`config.mk`:
```
export PLATFORM = sky130hd
export DESIGN_NAME = rsa_avm_wrapper
export DESIGN_NICKNAME = d
export VERILOG_FILES = /design/src/rtl/rsa_pkg.sv /design/src/rtl/rsa_avm_wrapper.sv
export SDC_FILE = /design/constraint.sdc
export NUM_CORES = 2
export LEC_CHECK = 0
export CORE_AREA = 2 2 431 433
export CTS_BUF_LIST = sky130_fd_sc_hd__clkbuf_8
export DETAILED_ROUTE_END_ITERATION = 8
export DIE_AREA = 0 0 433 435
export PLACE_DENSITY = 0.38
export SLEW_MARGIN = 15
export SYNTH_ARGS = -nofsm -noshare
export SYNTH_HDL_FRONTEND = slang
export SYNTH_SLANG_ARGS = --single-unit
```
`constraint.sdc`:
```
create_clock -name i_clk -period 2.6 [get_ports i_clk]
set_clock_uncertainty 0.15 [all_clocks]
set_input_delay 0.39 -clock i_clk [delete_from_list [all_inputs] [get_ports i_clk]]
set_output_delay 0.39 -clock i_clk [all_outputs]
set_load 0.01 [all_outputs]
```
`src/rtl/rsa_pkg.sv`:
```
// Shared types and default UART register map for the RSA256 Avalon-MM wrapper.
package rsa_pkg;

    typedef enum logic [2:0] {
        S_QUERY_RX,
        S_READ,
        S_START,
        S_WAIT_CALC,
        S_QUERY_TX,
        S_WRITE
    } state_t;

    typedef enum logic [1:0] {
        LOAD_N,
        LOAD_D,
        LOAD_A
    } phase_t;

    localparam int unsigned DEF_RX_BASE     = 0;
    localparam int unsigned DEF_TX_BASE     = 1;
    localparam int unsigned DEF_STATUS_BASE = 2;
    localparam int unsigned DEF_RX_OK_BIT   = 7;
    localparam int unsigned DEF_TX_OK_BIT   = 6;
    localparam int unsigned DEF_IN_BYTES    = 32;
    localparam int unsigned DEF_OUT_BYTES   = 31;

endpackage

```
`src/rtl/rsa_avm_wrapper.sv`:
```
// Avalon-MM master feeding N/D/A from a UART to the RSA256 core and
// streaming the result back out; N and D persist across ciphertext blocks.
module rsa_avm_wrapper
    import rsa_pkg::*;
#(
    parameter int unsigned RX_BASE     = DEF_RX_BASE,
    parameter int unsigned TX_BASE     = DEF_TX_BASE,
    parameter int unsigned STATUS_BASE = DEF_STATUS_BASE,
    parameter int unsigned RX_OK_BIT   = DEF_RX_OK_BIT,
    parameter int unsigned TX_OK_BIT   = DEF_TX_OK_BIT,
    parameter int unsigned IN_BYTES    = DEF_IN_BYTES,
    parameter int unsigned OUT_BYTES   = DEF_OUT_BYTES
) (
    input  logic         i_clk,
    input  logic         i_rst,
    output logic [4:0]   o_avm_address,
    output logic         o_avm_read,
    input  logic [31:0]  i_avm_readdata,
    output logic         o_avm_write,
    output logic [31:0]  o_avm_writedata,
    input  logic         i_avm_waitrequest,
    output logic         o_core_start,
    output logic [255:0] o_core_a,
    output logic [255:0] o_core_d,
    output logic [255:0] o_core_n,
    input  logic [255:0] i_core_result,
    input  logic         i_core_finished
);

    localparam int unsigned CNT_W     = $clog2(IN_BYTES);
    localparam int unsigned DROP_BITS = 8 * (IN_BYTES - OUT_BYTES);

    localparam logic [4:0]       ADDR_RX     = 5'(RX_BASE);
    localparam logic [4:0]       ADDR_TX     = 5'(TX_BASE);
    localparam logic [4:0]       ADDR_STATUS = 5'(STATUS_BASE);
    localparam logic [CNT_W-1:0] IN_LAST     = CNT_W'(IN_BYTES - 1);
    localparam logic [CNT_W-1:0] OUT_LAST    = CNT_W'(OUT_BYTES - 1);

    state_t           state_q, state_d;
    phase_t           phase_q, phase_d;
    logic [CNT_W-1:0] cnt_q, cnt_d;
    logic [255:0]     n_q, n_d, d_q, d_d, a_q, a_d;
    logic [255:0]     res_q, res_d;
    logic [4:0]       addr_q, addr_d;
    logic             read_q, read_d;
    logic             write_q, write_d;
    logic [31:0]      wdata_q, wdata_d;
    logic             start_q, start_d;

    logic             rd_done, wr_done;
    logic [7:0]       rx_byte;
    logic             unused_readdata;

    assign rd_done         = read_q && !i_avm_waitrequest;
    assign wr_done         = write_q && !i_avm_waitrequest;
    assign rx_byte         = i_avm_readdata[7:0];
    assign unused_readdata = ^i_avm_readdata;

    assign o_avm_address   = addr_q;
    assign o_avm_read      = read_q;
    assign o_avm_write     = write_q;
    assign o_avm_writedata = wdata_q;
    assign o_core_start    = start_q;
    assign o_core_n        = n_q;
    assign o_core_d        = d_q;
    assign o_core_a        = a_q;

    always_ff @(posedge i_clk) begin
        if (i_rst) begin
            state_q <= S_QUERY_RX;
            phase_q <= LOAD_N;
            cnt_q   <= '0;
            n_q     <= '0;
            d_q     <= '0;
            a_q     <= '0;
            res_q   <= '0;
            addr_q  <= ADDR_STATUS;
            read_q  <= 1'b0;
            write_q <= 1'b0;
            wdata_q <= '0;
            start_q <= 1'b0;
        end else begin
            state_q <= state_d;
            phase_q <= phase_d;
            cnt_q   <= cnt_d;
            n_q     <= n_d;
            d_q     <= d_d;
            a_q     <= a_d;
            res_q   <= res_d;
            addr_q  <= addr_d;
            read_q  <= read_d;
            write_q <= write_d;
            wdata_q <= wdata_d;
            start_q <= start_d;
        end
    end

    // Requests are registered: a cycle with the request low issues it, and
    // the completion cycle drops it, which yields the mandatory idle cycle
    // between polls. While stalled, nothing below changes.
    always_comb begin
        state_d = state_q;
        phase_d = phase_q;
        cnt_d   = cnt_q;
        n_d     = n_q;
        d_d     = d_q;
        a_d     = a_q;
        res_d   = res_q;
        addr_d  = addr_q;
        read_d  = read_q;
        write_d = write_q;
        wdata_d = wdata_q;
        start_d = 1'b0;

        unique case (state_q)
            S_QUERY_RX: begin
                if (!read_q) begin
                    read_d = 1'b1;
                    addr_d = ADDR_STATUS;
                end else if (rd_done) begin
                    read_d = 1'b0;
                    if (i_avm_readdata[RX_OK_BIT]) state_d = S_READ;
                end
            end
            S_READ: begin
                if (!read_q) begin
                    read_d = 1'b1;
                    addr_d = ADDR_RX;
                end else if (rd_done) begin
                    read_d = 1'b0;
                    unique case (phase_q)
                        LOAD_N:  n_d = {n_q[247:0], rx_byte};
                        LOAD_D:  d_d = {d_q[247:0], rx_byte};
                        default: a_d = {a_q[247:0], rx_byte};
                    endcase
                    if (cnt_q == IN_LAST) begin
                        cnt_d = '0;
                        unique case (phase_q)
                            LOAD_N: begin
                                phase_d = LOAD_D;
                                state_d = S_QUERY_RX;
                            end
                            LOAD_D: begin
                                phase_d = LOAD_A;
                                state_d = S_QUERY_RX;
                            end
                            default: state_d = S_START;
                        endcase
                    end else begin
                        cnt_d   = cnt_q + 1'b1;
                        state_d = S_QUERY_RX;
                    end
                end
            end
            S_START: begin
                start_d = 1'b1;
                state_d = S_WAIT_CALC;
            end
            S_WAIT_CALC: begin
                if (i_core_finished) begin
                    // Pre-align so the first byte to send sits in the top byte.
                    res_d   = i_core_result << DROP_BITS;
                    cnt_d   = '0;
                    state_d = S_QUERY_TX;
                end
            end
            S_QUERY_TX: begin
                if (!read_q) begin
                    read_d = 1'b1;
                    addr_d = ADDR_STATUS;
                end else if (rd_done) begin
                    read_d = 1'b0;
                    if (i_avm_readdata[TX_OK_BIT]) state_d = S_WRITE;
                end
            end
            S_WRITE: begin
                if (!write_q) begin
                    write_d = 1'b1;
                    addr_d  = ADDR_TX;
                    wdata_d = {24'b0, res_q[255:248]};
                end else if (wr_done) begin
                    write_d = 1'b0;
                    res_d   = res_q << 8;
                    if (cnt_q == OUT_LAST) begin
                        cnt_d   = '0;
                        state_d = S_QUERY_RX;
                    end else begin
                        cnt_d   = cnt_q + 1'b1;
                        state_d = S_QUERY_TX;
                    end
                end
            end
            default: state_d = S_QUERY_RX;
        endcase
    end

endmodule
```
==> Word level (Yosys, flattened, before mapping) <==
Cells that the tools add are included.
{ "word_totals": {"in_bits": 292, "elab_cells": 95, "regBits": 1050} }
{ "op_classes": {"eq_ne": 22, "n_reduce_logical": 21, "bitwise": 2, "addsub": 1, "muxes": 37} }
{ "ops": {"columns": ["cell", "count"], "rows": [
  ["256-bit 2-to-1 mux", 3],
  ["256-bit one-hot mux with 2 select lines", 1],
  ["5-bit 2-to-1 mux", 10],
  ["3-bit 2-to-1 mux", 13],
  ["5-bit one-hot mux with 3 select lines", 2],
  ["2-bit != test, second input constant", 14],
  ["4-bit AND reduction", 5],
  ["3-bit one-hot mux with 6 select lines", 1],
  ["11-bit AND reduction", 1],
  ["5-bit == test, second input constant", 2],
  ["3-bit by 2-bit == test with 1-bit output, second input constant", 2],
  ["3-bit == test, second input constant", 2],
  ["6-bit AND reduction", 1],
  ["3-bit nonzero test", 2],
  ["5-bit by 1-bit adder with 5-bit output, second input constant", 1],
  ["1-bit 2-to-1 mux", 5],
  ["5-bit AND reduction", 1],
  ["2-bit one-hot mux with 2 select lines", 1],
  ["2-bit nonzero test", 2],
  ["2-bit OR reduction", 2],
  ["3-bit by 1-bit == test with 1-bit output, second input constant", 1],
  ["3-bit logical NOT", 1],
  ["3-bit OR reduction", 1],
  ["2-bit by 1-bit == test with 1-bit output, second input constant", 1],
  ["6 further kinds", 8]
]} }

==> Depth between registers and ports, before layout <==
{ "depth": {"depth_word": 7, "ltp_mapped": 8, "ltp_nobuf": 7} }

==> Least setup slack after synthesis <==
No wires, ideal clock.
{ "synth_timing": {"kind": "register -> register", "startpoint": "register state_q[0]", "endpoint": "register a_q[215] (netlist: o_core_a[215])", "n_path_buf": 3, "setup_ns": 0.132, "path_stages_with_launch": 8, "t_arrival_ns": 1.693, "setup_slack_ns": 0.625, "required_time_ns": 2.318, "path_cell_list": "dfxtp_1 or3b_4 or3_1 clkbuf_1 buf_2 clkbuf_1 nand2_1 a21oi_1"} }
{ "synth_via": {"elab_chain_len": 2} }
{ "synth_rtl": {"columns": ["item", "line_no", "rtl"], "rows": [
  ["start, declared", "rsa_avm_wrapper.sv:39", "state_t state_q, state_d;"],
  ["start signal, assigned", "rsa_avm_wrapper.sv:83", "state_q <= state_d;"],
  ["3-bit by 1-bit == test with 1-bit output", "rsa_avm_wrapper.sv:115", "unique case (state_q)"],
  ["4-bit AND reduction (no source line)", null, null],
  ["end signal, assigned", "rsa_avm_wrapper.sv:75", "a_q <= '0;"],
  ["end signal, assigned", "rsa_avm_wrapper.sv:88", "a_q <= a_d;"],
  ["end, declared", "rsa_avm_wrapper.sv:42", "logic [255:0] n_q, n_d, d_q, d_d, a_q, a_d;"]
]} }
Every way passes these cells.
A chain may end at the register's enable or synchronous reset.

==> Final worst setup path <==
{ "layout_timing": {"startpoint": "register n_q[176] (netlist: o_core_n[176])", "endpoint": "output o_core_n[176]"} }
{ "layout_rtl": {"columns": ["item", "line_no", "rtl"], "rows": [
  ["start, declared", "rsa_avm_wrapper.sv:42", null],
  ["start signal, assigned", "rsa_avm_wrapper.sv:86", "n_q <= n_d;"],
  ["end, declared", "rsa_avm_wrapper.sv:25", "output logic [255:0] o_core_n,"]
]} }
No word-level cell between the ends.

==> impl_metrics.json <==
{
  "status": "finished clean",
  "crit_path_top_delay_cell": "clkdlybuf4s50_1",
  "p_sw_uw": 8216,
  "crit_chain": "clkdlybuf4s50_1",
  "nets": 6454,
  "clkPwrFrac": 0.482,
  "tightest_slew_ps": 657.5,
  "netlist_area_sq_um": 38100,
  "insertion_delay_ps": 950,
  "place.gp.congestion": 0.8585,
  "area_growth_pct": 52.66,
  "synth-edff-count": 0,
  "grt_setup_unrepaired": "false",
  "p_per_area_nw_per_um2": 575.0,
  "drive_gt1_frac": 0.07935,
  "io_buffers": 1040,
  "final_antenna_net_count": 0,
  "cp_max_fo": 3,
  "postRouteWirelength_um": 186700,
  "netlist_top_cells_count": "nand2_1, dfxtp_1, a21oi_1",
  "drc": 0,
  "htree_levels": 4,
  "p_sw_frac": 0.2457,
  "p_int_uw": 25220,
  "maxSlewViolCount": 0,
  "synth_seq_cells": 1039,
  "finalHoldViolCount": 0,
  "post-synth-top-area-cell": "dfxtp_1",
  "start_kind": "register",
  "grt_pass1_vias": 37100,
  "via_per_inst": 4.298,
  "drtIter0Drc": 2069,
  "slew_headroom": 0.5616,
  "arrival_ps": 1940,
  "worstHoldEndpoint": "o_core_d[7]",
  "synth.top_cells.by_area": "dfxtp_1, nand2_1, a21oi_1",
  "ctsRootBufferMaster": "clkbuf_8",
  "power.total_uw": 33440,
  "cpPeakStageDelay_ps": 580,
  "synth_most_common_cell": "nand2_1",
  "cp_top_family": "buffers and inverters",
  "p_leak_uw": 0.02165,
  "critical_path_class": "register to output port",
  "grt_max_degree": 127,
  "antenna_found_initial": 5,
  "worstHoldStart": "i_avm_readdata[7]",
  "start_util": 0.2070,
  "combPwrFrac": 0.042,
  "dieWidth_um": 433,
  "cts_sinks": 1039,
  "r2r-end": "res_q[219]",
  "dieHeight_um": 435,
  "avgSynthCellArea_sq_um": 7.811,
  "ys_seq_area_frac": 0.5460,
  "hold_class": "input port to register",
  "clock_path_buffers": 3,
  "async_flop_share": 0,
  "max_freq_ghz": 0.4029,
  "timing.max_cap.violations": 0,
  "rows": 158,
  "fin_crit_sh": 0.9546,
  "ios": 1100,
  "synthCells": 4877,
  "cts.clk_slew.worst_paths_ps": 60,
  "dpl.hpwl_um": 137500,
  "core_sq_um": 184000,
  "fin_crit_ps": 2482,
  "r2r_start": "state_q[2]",
  "setup_viol": 0,
  "synthFlopType": "dfxtp_1",
  "numCtsBuffers": 199,
  "die_area_sq_um": 188400,
  "pwr-share-seq": 0.476,
  "synth_cell_type_count": 43,
  "synth_top_area_frac": 0.5460,
  "first_pass_iters": 5,
  "worstSetupEndpointType": "output port",
  "grtUsageTotal": 0.1924,
  "vdd_drop_max_mv": 0.4318,
  "placed_area_sq_um": 52100,
  "vias": 37830,
  "ys_warn_count": 0,
  "reg2reg_depth": 8,
  "holdPathStages": 3,
  "holdWs_ps": 166.2,
  "worstPathRequired_ps": 2060,
  "reg2reg_slack_ps": 300,
  "wl_per_cell_um": 21.22,
  "tritoncts": "done",
  "finalInstanceArea_sq_um": 58160,
  "fillers": 19960,
  "cp_num_buf_inv": 1,
  "grt_pass1_wl_um": 267700,
  "grt_overflow": 0
}
## power by group through the flow
stage | combinational (uW) | clock, uW | sequential, uW
global placement | 1060 | 0 | 16300
global route | 1510 | 17500 | 15900
detailed placement | 1060 | 0 | 16300
finish | 1410 | 16100 | 15900
floorplan | 400 | 0 | 16300
CTS | 1430 | 16800 | 15900
## what timing repair did
item | 4_1_cts | 5_1_grt
gates cloned | 0 | 0
hold buffers | 256 | 0
resized for setup | 446 | 3
hold endpoints to repair | 511 | 0
endpoints found under the setup margin | 420 | 3
setup buffers | 0 | 0
## state kept, by name (all words and copies together), names as in the netlist
| register | cells |
|---|---|
| cnt_q | 5 |
| o_avm_address | 2 |
| o_avm_read | 1 |
| o_avm_write | 1 |
| o_avm_writedata | 8 |
| o_core_a | 256 |
| o_core_d | 256 |
| o_core_n | 256 |
| o_core_start | 1 |
| phase_q | 2 |
| res_q | 248 |
| state_q | 3 |
## area by class of cell
type	instances	area, sq um	share of cell area
repair buffers	1481	14880	0.2559
well taps	2480	3103	0.05336
clock inverters	111	529.3	0.009101
diodes	6	15.01	0.0002582
clock buffers	245	3372	0.05798
flip-flops and latches	1039	20870	0.3589
inverters	6	22.52	0.0003873
multi-input cells	3432	15360	0.2641
## kinds of logic (layout without fill, tap and decap cells)
logic type,after synthesis,count (layout),share of synthesized area
adders and majority gates,3,3,0.0009854
buffers and inverters,432,1843,0.05482
and+or+nand+nor,2337,2337,0.2330
other,1,33,0.00009844
AOI/OAI and AO/OA,1063,1063,0.1646
DFF,1039,1039,0.5460
muxes,1,1,0.0002628
xor gates and xnor gates,1,1,0.0002299
## routing by layer
metal,vias to the layer above,part of all wire,global-route usage
li1,18640,-,-
met1,17930,0.40,0.2205
met2,984,0.49,0.3301
met3,278,0.067,0.05882
met4,0,0.040,0.07901
met5,-,0,0
## how the worst max path moves through the flow
stage	cells after the start	slack (ps)	endpoint	startpoint
final	1	120	o_core_n[176]	o_core_n[176]
after global routing	1	5	o_core_n[82]	o_core_n[82]
after CTS	1	0.2	o_core_a[139]	o_core_a[139]
after detailed placement	8	-6	res_q[219]	i_avm_waitrequest
after global placement	8	9	o_core_a[200]	i_avm_waitrequest
after floorplan	7	620	o_core_a[215]	state_q[0]
## stage by stage
step                      setup TNS, ps  utilization  cells  worst slack (ps)
after floorplan                       0            -   4903             624.7
after detailed placement         -6.175       0.2831   8182            -6.175
final                                 0       0.3160   8800             118.1
after CTS                             0       0.3159   8794            0.1983
after global placement                0       0.2831   8182             8.519
after global routing                  0       0.3160   8798             4.718
## cell usage in the layout, fill, tap and decap left out, types with 104 or more instances in the layout
cell	count
nand2_1	2044
dfxtp_1	1004
a21oi_1	792
clkbuf_8	245
a311oi_1	240
clkdlybuf4s50_1	636
dlygate4sd2_1	401
dlygate4sd3_1	256
buf_4	104
nor2_1	251
(Power assumes the default switching activity.)
